### src/rtl/spi_rom_line_fetcher.sv
// spi_rom_line_fetcher: reads one line of DATA_BYTES bytes from an SPI flash
// (mode 0, SCLK = clk/2, active-high chip select) into a byte-addressable
// line buffer that the pixel stage reads by index.
//
// Optional feature: define FAST_READ_EN to use the 0x0B fast-read command,
// which inserts 8 dummy SPI bits between the address and the data.
//
// Ports:
//   clk, reset     system clock; synchronous active-low reset
//   start, addr    fetch request (sampled only in IDLE) and start byte address
//   busy, done     busy from acceptance through DONE; done is a 1-cycle pulse
//   spi_cs         chip select (active high)
//   spi_sclk       SPI clock, idles low
//   spi_mosi       command/address bits, MSB first
//   spi_miso       ROM data in
//   rd_idx         line buffer read index
//   rd_data        line buffer byte at rd_idx (combinational)
module spi_rom_line_fetcher #(
  parameter int unsigned IDX_W     = 4,
  parameter int unsigned ADDR_BITS = 24
) (
  input  logic                 clk,
  input  logic                 reset,
  input  logic                 start,
  input  logic [ADDR_BITS-1:0] addr,
  output logic                 busy,
  output logic                 done,
  output logic                 spi_cs,
  output logic                 spi_sclk,
  output logic                 spi_mosi,
  input  logic                 spi_miso,
  input  logic [IDX_W-1:0]     rd_idx,
  output logic [7:0]           rd_data
);

  localparam int unsigned DATA_BYTES = 2 ** IDX_W;
  localparam int unsigned DATA_BITS  = 8 * DATA_BYTES;
  localparam int unsigned SR_W       = 8 + ADDR_BITS;
  localparam int unsigned CNT_W      = ((IDX_W + 3) > $clog2(ADDR_BITS)) ?
                                       (IDX_W + 3) : $clog2(ADDR_BITS);
`ifdef FAST_READ_EN
  localparam logic [7:0] CMD_BYTE = 8'h0B;
`else
  localparam logic [7:0] CMD_BYTE = 8'h03;
`endif

  typedef enum logic [2:0] {
    S_IDLE, S_CMD, S_ADDR, S_DUMMY, S_DATA, S_DONE
  } state_t;

  state_t            state_q, state_d;
  logic              cs_q, cs_d;
  logic              sclk_q, sclk_d;
  logic              mosi_q, mosi_d;
  logic              busy_q, busy_d;
  logic              done_q, done_d;
  logic [SR_W-1:0]   sr_q, sr_d;
  logic [CNT_W-1:0]  cnt_q, cnt_d;
  logic [6:0]        rx_q, rx_d;
  logic [7:0]        line_q [DATA_BYTES];
  logic [7:0]        line_d [DATA_BYTES];
  logic              last_bit;

  // Last bit of the current shifting state.
  always_comb begin
    last_bit = 1'b0;
    case (state_q)
      S_CMD:   last_bit = (cnt_q == CNT_W'(7));
      S_ADDR:  last_bit = (cnt_q == CNT_W'(ADDR_BITS - 1));
      S_DUMMY: last_bit = (cnt_q == CNT_W'(7));
      S_DATA:  last_bit = (cnt_q == CNT_W'(DATA_BITS - 1));
      default: last_bit = 1'b0;
    endcase
  end

  // Next-state and output logic.
  always_comb begin
    state_d = state_q;
    cs_d    = cs_q;
    sclk_d  = sclk_q;
    mosi_d  = mosi_q;
    busy_d  = busy_q;
    done_d  = 1'b0;
    sr_d    = sr_q;
    cnt_d   = cnt_q;
    rx_d    = rx_q;
    line_d  = line_q;

    case (state_q)
      S_IDLE: begin
        busy_d = 1'b0;
        if (start) begin
          state_d = S_CMD;
          cs_d    = 1'b1;
          busy_d  = 1'b1;
          sclk_d  = 1'b0;
          mosi_d  = CMD_BYTE[7];
          // Remaining bits queue behind the first; the trailing zero feeds
          // MOSI low once the address has gone out.
          sr_d    = {CMD_BYTE[6:0], addr, 1'b0};
          cnt_d   = '0;
        end
      end

      S_DONE: begin
        state_d = S_IDLE;
        busy_d  = 1'b0;
      end

      default: begin
        if (!sclk_q) begin
          // End of phase A: SCLK rises, ROM data is sampled.
          sclk_d = 1'b1;
          if (state_q == S_DATA) begin
            rx_d = {rx_q[5:0], spi_miso};
            if (cnt_q[2:0] == 3'd7) begin
              line_d[cnt_q[IDX_W+2:3]] = {rx_q, spi_miso};
            end
          end
        end else begin
          // End of phase B: SCLK falls, MOSI advances to the next bit.
          sclk_d = 1'b0;
          cnt_d  = cnt_q + CNT_W'(1);
          mosi_d = sr_q[SR_W-1];
          sr_d   = sr_q << 1;
          if (last_bit) begin
            cnt_d = '0;
            case (state_q)
              S_CMD:   state_d = S_ADDR;
`ifdef FAST_READ_EN
              S_ADDR:  state_d = S_DUMMY;
`else
              S_ADDR:  state_d = S_DATA;
`endif
              S_DUMMY: state_d = S_DATA;
              default: begin
                state_d = S_DONE;
                cs_d    = 1'b0;
                mosi_d  = 1'b0;
                done_d  = 1'b1;
              end
            endcase
          end
        end
      end
    endcase
  end

  // State register with synchronous active-low reset.
  always_ff @(posedge clk) begin
    if (!reset) begin
      state_q <= S_IDLE;
      cs_q    <= 1'b0;
      sclk_q  <= 1'b0;
      mosi_q  <= 1'b0;
      busy_q  <= 1'b0;
      done_q  <= 1'b0;
      sr_q    <= '0;
      cnt_q   <= '0;
      rx_q    <= '0;
      for (int i = 0; i < int'(DATA_BYTES); i++) line_q[i] <= 8'h00;
    end else begin
      state_q <= state_d;
      cs_q    <= cs_d;
      sclk_q  <= sclk_d;
      mosi_q  <= mosi_d;
      busy_q  <= busy_d;
      done_q  <= done_d;
      sr_q    <= sr_d;
      cnt_q   <= cnt_d;
      rx_q    <= rx_d;
      line_q  <= line_d;
    end
  end

  assign spi_cs   = cs_q;
  assign spi_sclk = sclk_q;
  assign spi_mosi = mosi_q;
  assign busy     = busy_q;
  assign done     = done_q;
  assign rd_data  = line_q[rd_idx];

endmodule

### config.mk
export PLATFORM = sky130hd
export DESIGN_NAME = spi_rom_line_fetcher
export DESIGN_NICKNAME = d
export VERILOG_FILES = /design/src/rtl/spi_rom_line_fetcher.sv
export SDC_FILE = /design/constraint.sdc
export NUM_CORES = 1
export LEC_CHECK = 0
export CORE_UTILIZATION = 50
export DETAILED_ROUTE_END_ITERATION = 16
export GPL_TIMING_DRIVEN = 0
export PLACE_DENSITY = 0.78
export SLEW_MARGIN = 20
export SYNTH_ARGS = -nofsm -noshare
export SYNTH_HDL_FRONTEND = slang
export SYNTH_SLANG_ARGS = --single-unit
### constraint.sdc
create_clock -name clk -period 3.4 [get_ports clk]
set_input_delay 0.68 -clock clk [delete_from_list [all_inputs] [get_ports clk]]
set_output_delay 0.68 -clock clk [all_outputs]
set_load 0.05 [all_outputs]
### Word level (Yosys, flattened, before mapping)

Index checks and enable logic that the tools add are counted.

* $mul: 0
* multiplexer cells: 34
* $add $sub $neg: 1
* bitwise operators: 7
* magnitude comparators: 3
* equal/unequal tests: 11
* div/mod/pow operators: 0
* reductions and logical operators: 18
* shift-type cells: 0

Operators with widths (number)
* $bwmux W128: 1
* $mux W32: 2
* $pmux W32 S2: 1
* $bmux W8 S4: 1
* $demux W8 S4: 1
* $mux W8: 3
* $mux W7: 3
* $pmux W7 S2: 1
* $pmux W3 S2: 2
* $mux W1: 11
* $ge A5 B5 Y1 const B: 2
* $not A4 Y5: 2
* $eq A3 B3 Y1 const B: 3
* $mux W3: 3
* $reduce_and A3 Y1: 3
* $pmux W1 S2: 4
* $add A7 B1 Y7 const B: 1
* $eq A7 B3 Y1 const B: 1
* $eq A7 B5 Y1 const B: 1
* $eq A7 B7 Y1 const B: 1
* $eq A3 B2 Y1 const B: 2
* $reduce_bool A2 Y1: 3
* $reduce_bool A3 Y1: 2
* $reduce_or A2 Y1: 3
* 13 further kinds: 17

* ROM bits: 0
* bits of input ports: 32
* bits in registers: 182
* bits in writable memories: 0
* output and inout port bits: 13
* bits in latches: 0
* memories kept: 0

### Logic depth before layout (Yosys ltp)

Gate-level depths: netlist of run 1.

* depth after elaboration: 6
* gate-level depth with buffers: 9
* mapped depth without buffers: 6

### Worst setup path after synthesis of run 1

Ideal clock, no wire load.

* path kind: input port to output port
* start point: input port rd_idx[0]
* end point: output port rd_data[0]
* path slack: 0.092 ns
* path buffers: 2
* arrival: 2.628 ns
* stages: 4
* cell sequence: clkbuf_1 -> buf_1 -> mux4_2 -> mux4_2

* cells in the longest elaborated chain, start to end: 4

RTL lines
* from (decl): line 32 `input logic [IDX_W-1:0] rd_idx,`
* $not A4 Y5 (not written as such): line 181 `assign rd_data = line_q[rd_idx];`
* $bmux W8 S4: line 181
* $mux W8 (not written as such) (2 in series): line 181
* to (decl): line 33 `output logic [7:0] rd_data`

Every way passes these cells. The select of a mux whose other input is x is not followed.

### Worst setup path in the final report of run 1

* start point: input port rd_idx[0]
* end point: output port rd_data[4]

The elaborated chain is that of the path after synthesis.

==> results.json, run 1 <==
{
  "status": "finished clean",
  "hold_path_depth": 2,
  "path_clk_slew_ns": 0.07,
  "p_clk_share_pct": 45.2,
  "hp-start": "line_q[96]",
  "vdd_drop_max_v": 0.000390,
  "tightestPinTransition_ns": 1.03,
  "p_int_mw": 3.46,
  "reg2regPathDepth": 6,
  "synthFlopType": "dfxtp_1",
  "via_per_inst": 5.87,
  "fin_crit_sh_pct": 95.7,
  "final_nets": 944,
  "drt_iter0_markers": 690,
  "dr.pass1.iters": 7,
  "layout.cells.non_filler": 1133,
  "drv_cap": 0,
  "final_core_util_pct": 60.4,
  "cts_setup_buffers": 0,
  "hp-class": "reg -> reg",
  "synth_fa_ha_area_share_pct": 0.316,
  "setup_viol": 0,
  "gr-total-overflow": 0,
  "cts.sinks": 181,
  "grt_setup_unrepaired": "false",
  "hold_buffers": 0,
  "synth_cell_types": 44,
  "worstSetupPathType": "in -> out",
  "regToRegEndpoint": "line_q[66]",
  "diodes": 0,
  "cts-root-buf": "clkbuf_16",
  "finalInstanceArea_um2": 9260,
  "dpl_cell_area_um2": 8590,
  "syn_area_per_cell_um2": 9.31,
  "synth_warnings": 0,
  "finClkSkew_ns": 0.00832,
  "crit_fanout": 10,
  "syn2layout_area_growth_pct": 16.8,
  "drive_above_1_share_pct": 11.0,
  "drtAntennaViolNets": 0,
  "port_buffers": 40,
  "drcViolationCount": 0,
  "dp_hpwl_um": 14300,
  "pwr-share-comb_pct": 6.5,
  "most-common-layout-cells": "dfxtp_1, nand2_1, nor2_1, mux2i_1, a21oi_1",
  "synthXorXnorAreaFrac_pct": 0.442,
  "rows": 45,
  "cts_inserted_buffers": 17,
  "p_switching_mw": 1.04,
  "synth_compound_area_share_pct": 10.3,
  "reg2reg_slack_ns": 0.44,
  "die_width_um": 128,
  "grt_max_degree": 17,
  "period_needed_ns": 3.25,
  "muxShareOfSynthArea_pct": 21.7,
  "total_power_mw": 4.50,
  "h-tree-depth": 4,
  "met3_length_um": 1700,
  "cp-start-kind": "primary input",
  "fmax_mhz": 307,
  "sequentialPowerShare_pct": 48.3,
  "preCtsSetupSlack_ns": -0.866,
  "die_area_um2": 16400,
  "async_flop_share_pct": 0,
  "syn_nets": 885,
  "via_count": 6655,
  "worst_r2r_startpoint": "spi_sclk",
  "crit_arrival_ns": 2.57,
  "fillers": 1271,
  "wl_met2_um": 9880,
  "wl_per_cell_um": 18.7,
  "synth_top_family_by_area": "multiplexers",
  "whs_endpoint": "line_q[96]",
  "grt_pass1_vias": 6354,
  "regArea_um2": 3620,
  "power.density_nw_per_um2": 486,
  "cts_tree": "built",
  "yosys.area.top_type_share_pct": 45.7,
  "grt_pass1_wl_um": 33900,
  "cp-end-kind": "output pin",
  "clk_latency_ns": 0.44,
  "max_slew_margin_pct": 30.9,
  "final_common_cell": "dfxtp_1",
  "synth_top_cell_by_area": "dfxtp_1",
  "core_area_um2": 15300,
  "setup_ws_ns": 0.146,
  "synth-simple-area-share_pct": 17.4,
  "dp.cells": 1102,
  "initial_utilization_pct": 51.8,
  "antenna_found_initial": 0,
  "synth_enable_flop_cells": 0,
  "p_leak_nw": 3.29,
  "drt-total-wl_um": 21200,
  "hold_viol": 0,
  "swShare_pct": 23.1,
  "die_y_um": 128,
  "top_layer": "met4",
  "slew_violations": 0,
  "worst-endpoint-required_ns": 2.72,
  "syn_area_um2": 7930,
  "grt_use_total_pct": 27.5,
  "multi_input_area_um2": 3980,
  "wl_met1_um": 8690,
  "ys_seq_area_share_pct": 45.7,
  "num_io_pins": 45,
  "synth_area_leaders": "dfxtp_1, mux4_2, mux2i_1",
  "fin_tns_setup_ns": 0,
  "place.gp.congestion": 0.882,
  "synth_seq_cells": 181,
  "timing.hold.ws_ns": 0.452,
  "cts.path.max_buffers": 2,
  "synth_cells": 851
}
==> power groups by stage <==
stage	Sequential [mW]	Clock (mW)	Combinational (mW)
finish	2.18	2.04	0.291
global route	2.18	2.14	0.320
CTS	2.18	2.04	0.290
detailed placement	2.22	0	0.284
global placement	2.22	0	0.281
floorplan	2.23	0	0.179
==> flip-flops by register name (all words and copies together) (netlist names), 3 cells and up <==
name and flops:
cnt_q 7, line_q 128, rx_q 7, sr_q 31, state_q 3
==> worst max-delay path, cell delays in order <==
cell and delay [ns]:
clkbuf_2 0.18, buf_4 0.28, mux4_2 0.58, mux4_2 0.49, clkdlybuf4s15_2 0.35
==> synthesized netlist by cell type, drive strengths merged (2+ instances only) <==
master  count
a22oi       2
nand2b      4
or2         3
xnor2       4
or3         2
nor3        7
o31a        2
o221a       3
nor2      124
and2        2
dfxtp     181
o21ai      28
nand2     152
mux4       40
or4b        2
clkbuf     65
a211oi      2
nand3b      2
a21oi      71
ha          2
a311oi     24
buf        15
inv         2
mux2i      82
nand4       3
a21o        2
nand3      11
nor3b       2
nor2b       2
==> area by class of cell <==
type | count | area share [%]
buffer | 80 | 3.99
clock buffer | 20 | 4.93
clock inverter | 11 | 1.62
inverter | 2 | 0.0811
multi-input combinational | 588 | 43.0
sequential | 181 | 39.1
tap | 211 | 2.85
timing repair buffer | 40 | 4.42
==> how the worst max path moves through the flow <==
| stage | from | end | slack [ns] | cells past startpoint |
|---|---|---|---|---|
| finish | rd_idx[0] | rd_data[4] | 0.15 | 5 |
| global route | rd_idx[0] | rd_data[4] | 0.08 | 5 |
| CTS | rd_idx[0] | rd_data[4] | -0.003 | 5 |
| detailed placement | rd_idx[0] | rd_data[4] | -0.87 | 5 |
| global placement | rd_idx[0] | rd_data[4] | -0.85 | 5 |
| floorplan | rd_idx[0] | rd_data[0] | 0.09 | 4 |
==> routing by layer <==
metal	global-route usage (%)	vias up
met5	0	-
met4	14.7	0
met3	5.76	64
met2	43.2	290
met1	35.7	3217
li1	-	3084
==> logic make-up (layout without fill, tap and decap cells) <==
logic type | after synthesis | after routing
AO/OA/AOI/OAI | 136 | 136
XOR/XNOR | 4 | 4
adder cells (fa/ha/maj) | 2 | 2
buffers and inverters | 82 | 153
flip-flops | 181 | 181
multiplexers | 122 | 122
AND/OR/NAND/NOR | 324 | 324
==> timing repair <==
action / in CTS / in global routing
gates resized for setup: 50 / 3
pin swaps: 0 / 0
setup endpoints to repair: 8 / 8
Power figures use the tool's default switching activity.
==> run 2: changes to the inputs <==
--- a/config.mk
+++ b/config.mk
@@ -7,6 +7,7 @@
 export LEC_CHECK = 0
 export CORE_UTILIZATION = 50
 export DETAILED_ROUTE_END_ITERATION = 16
+export GPL_ROUTABILITY_DRIVEN = 1
 export GPL_TIMING_DRIVEN = 0
 export PLACE_DENSITY = 0.78
 export SLEW_MARGIN = 20
==> results of run 2 <==
No change in the layout: final DEF, timing and power equal those of run 1.
==> run 3: changes to the inputs <==
==> constraint.sdc (replaced) <==
create_clock -name clk -period 4.1 [get_ports clk]
set_input_delay 0.82 -clock clk [delete_from_list [all_inputs] [get_ports clk]]
set_output_delay 0.82 -clock clk [all_outputs]
set_load 0.05 [all_outputs]
==> run 3 against run 2 <==
Effect of this change: die area did not move; sequential cell count did not move; count of clock-buffer cells in the layout did not move; cell count did not move; global-route usage fell by 0.054 points; sequential share of layout area rose by 0.26 points; register-to-register slack improved by 0.71 ns; power fell by 17%; critical endpoint is now rd_data[3]; largest cell class unchanged.
==> results.json, run 3 (synthesis gave the netlist of run 1 again) <==
{
  "status": "finished clean",
  "setup_viol": 0,
  "hold_path_depth": 2,
  "critical-path-top-delay-family": "buffers and inverters",
  "finClkSkew_ns": 0.00894,
  "die_y_um": 128,
  "p_clk_share_pct": 45.3,
  "fmax_mhz": 253,
  "place.gp.congestion": 0.882,
  "p_switching_mw": 0.864,
  "reg2regPathDepth": 6,
  "grt_pass1_vias": 6314,
  "crit_fanout": 10,
  "max_flop_register": "line_q",
  "whs_endpoint": "line_q[101]",
  "crit_arrival_ns": 3.13,
  "p_int_mw": 2.87,
  "grt_max_degree": 17,
  "hold_viol": 0,
  "grt_setup_unrepaired": "false",
  "rows": 45,
  "most-common-layout-cells": "dfxtp_1, nand2_1, nor2_1, mux2i_1, a21oi_1",
  "cts_tree": "built",
  "regToRegEndpoint": "line_q[66]",
  "worstSetupPathType": "in -> out",
  "top_regs": "line_q: 128 flops, sr_q: 31 flops",
  "pwr-share-comb_pct": 6.3,
  "worst-endpoint-required_ns": 3.28,
  "num_io_pins": 45,
  "total_power_mw": 3.73,
  "cts_inserted_buffers": 17,
  "dp.cells": 1102,
  "drtAntennaViolNets": 0,
  "initial_utilization_pct": 51.8,
  "hold_buffers": 0,
  "p_leak_nw": 3.31,
  "via_per_inst": 5.83,
  "path_clk_slew_ns": 0.07,
  "die_width_um": 128,
  "h-tree-depth": 4,
  "hp-start": "line_q[101]",
  "grt_pass1_wl_um": 33800,
  "cts.path.max_buffers": 2,
  "port_buffers": 40,
  "reg2reg_slack_ns": 1.15,
  "power.density_nw_per_um2": 406,
  "core_area_um2": 15300,
  "period_needed_ns": 3.95,
  "via_count": 6604,
  "slew_violations": 0,
  "sequentialPowerShare_pct": 48.3,
  "layout.cells.non_filler": 1133,
  "drt_iter0_markers": 677,
  "cts-root-buf": "clkbuf_16",
  "drv_cap": 0,
  "antenna_found_initial": 0,
  "tightestPinTransition_ns": 1.04,
  "die_area_um2": 16400,
  "fin_crit_sh_pct": 96.4,
  "vdd_drop_max_v": 0.000324,
  "wl_per_cell_um": 18.7,
  "drive_above_1_share_pct": 9.98,
  "preCtsSetupSlack_ns": -0.446,
  "critPathMaxStageDelay_ns": 0.59,
  "diodes": 0,
  "cp-end-kind": "output pin",
  "worst_r2r_startpoint": "spi_sclk",
  "cpMaxStageDelayCell": "clkdlybuf4s50_1",
  "drt-total-wl_um": 21200,
  "max_slew_margin_pct": 30.2,
  "regArea_um2": 3620,
  "clk_latency_ns": 0.44,
  "gr-total-overflow": 0,
  "crit_chain": "clkdlybuf4s50_1 -> clkbuf_2 -> mux4_2 -> mux4_2 -> dlygate4sd2_1",
  "cp-start-kind": "primary input",
  "syn2layout_area_growth_pct": 16.0,
  "setup_ws_ns": 0.148,
  "fillers": 1286,
  "largest_reg_flops": 128,
  "final_nets": 944,
  "dr.pass1.iters": 5,
  "drcViolationCount": 0,
  "final_core_util_pct": 60.0,
  "grt_use_total_pct": 27.5,
  "path_common_cell": "mux4_2",
  "swShare_pct": 23.2,
  "final_common_cell": "dfxtp_1",
  "multi_input_area_um2": 3980,
  "cp_num_buf_inv": 3,
  "cts.sinks": 181,
  "hp-class": "reg -> reg",
  "dp_hpwl_um": 14300
}
run 3: cell count changes in the layout (fill, tap and decap cells not counted):
cell / delta
buf_6: -2
buf_4: -1
clkbuf_2: +2
buf_2: +3
clkbuf_8: -3
clkdlybuf4s50_1: +1
clkbuf_1: +1
dlygate4sd2_1: +7
clkdlybuf4s15_2: -8
run 3: worst reg2reg max path: cells and delay by family, from the launching register on:
| kind | cells | cell delay (ns) |
|---|---|---|
| multiplexers | 1 | 0.29 |
| buffers and inverters | 1 | 0.25 |
| flip-flops | 1 | 0.33 |
| AND/OR/NAND/NOR | 4 | 1.96 |
run 3: per-stage QoR:
stage               hold WS, ns  area (um2)  setup TNS (ns)
floorplan                 0.429        7930               0
global placement          0.435        8590           -3.22
detailed placement        0.444        8590           -3.34
CTS                       0.453        9200               0
global route              0.478        9200               0
finish                    0.451        9200               0
run 3: area by class of cell:
| cell class | instances | area share, % |
|---|---|---|
| buffer | 80 | 3.55 |
| clock buffer | 20 | 4.97 |
| clock inverter | 11 | 1.63 |
| inverter | 2 | 0.0816 |
| multi-input combinational | 588 | 43.2 |
| sequential | 181 | 39.4 |
| tap | 211 | 2.87 |
| timing repair buffer | 40 | 4.25 |
run 3: per-layer routing:
metal | global-route usage (%) | vias to the layer above | routed length (um)
met5 | 0 | - | 0
met4 | 14.9 | 0 | 939
met3 | 5.88 | 59 | 1570
met2 | 43.0 | 258 | 9820
met1 | 35.6 | 3205 | 8830
li1 | - | 3082 | -
run 3: how the worst max path moves through the flow:
stage                            end      start  cells after the start
after global routing      rd_data[3]  rd_idx[0]                      5
after detailed placement  rd_data[4]  rd_idx[0]                      5
after floorplan           rd_data[0]  rd_idx[0]                      4
after CTS                 rd_data[4]  rd_idx[1]                      5
after global placement    rd_data[4]  rd_idx[0]                      5
final                     rd_data[3]  rd_idx[1]                      5
run 3: power groups by stage:
| stage | Combinational [mW] | Sequential, mW | Clock (mW) |
|---|---|---|---|
| final | 0.237 | 1.80 | 1.69 |
| after floorplan | 0.148 | 1.85 | 0 |
| after CTS | 0.237 | 1.80 | 1.69 |
| after detailed placement | 0.235 | 1.84 | 0 |
| after global placement | 0.233 | 1.84 | 0 |
| after global routing | 0.262 | 1.81 | 1.78 |
run 3: timing repair:
action,4_1_cts,5_1_grt
endpoints found under the setup margin,8,0
buffers inserted,0,0
resized for setup,23,0
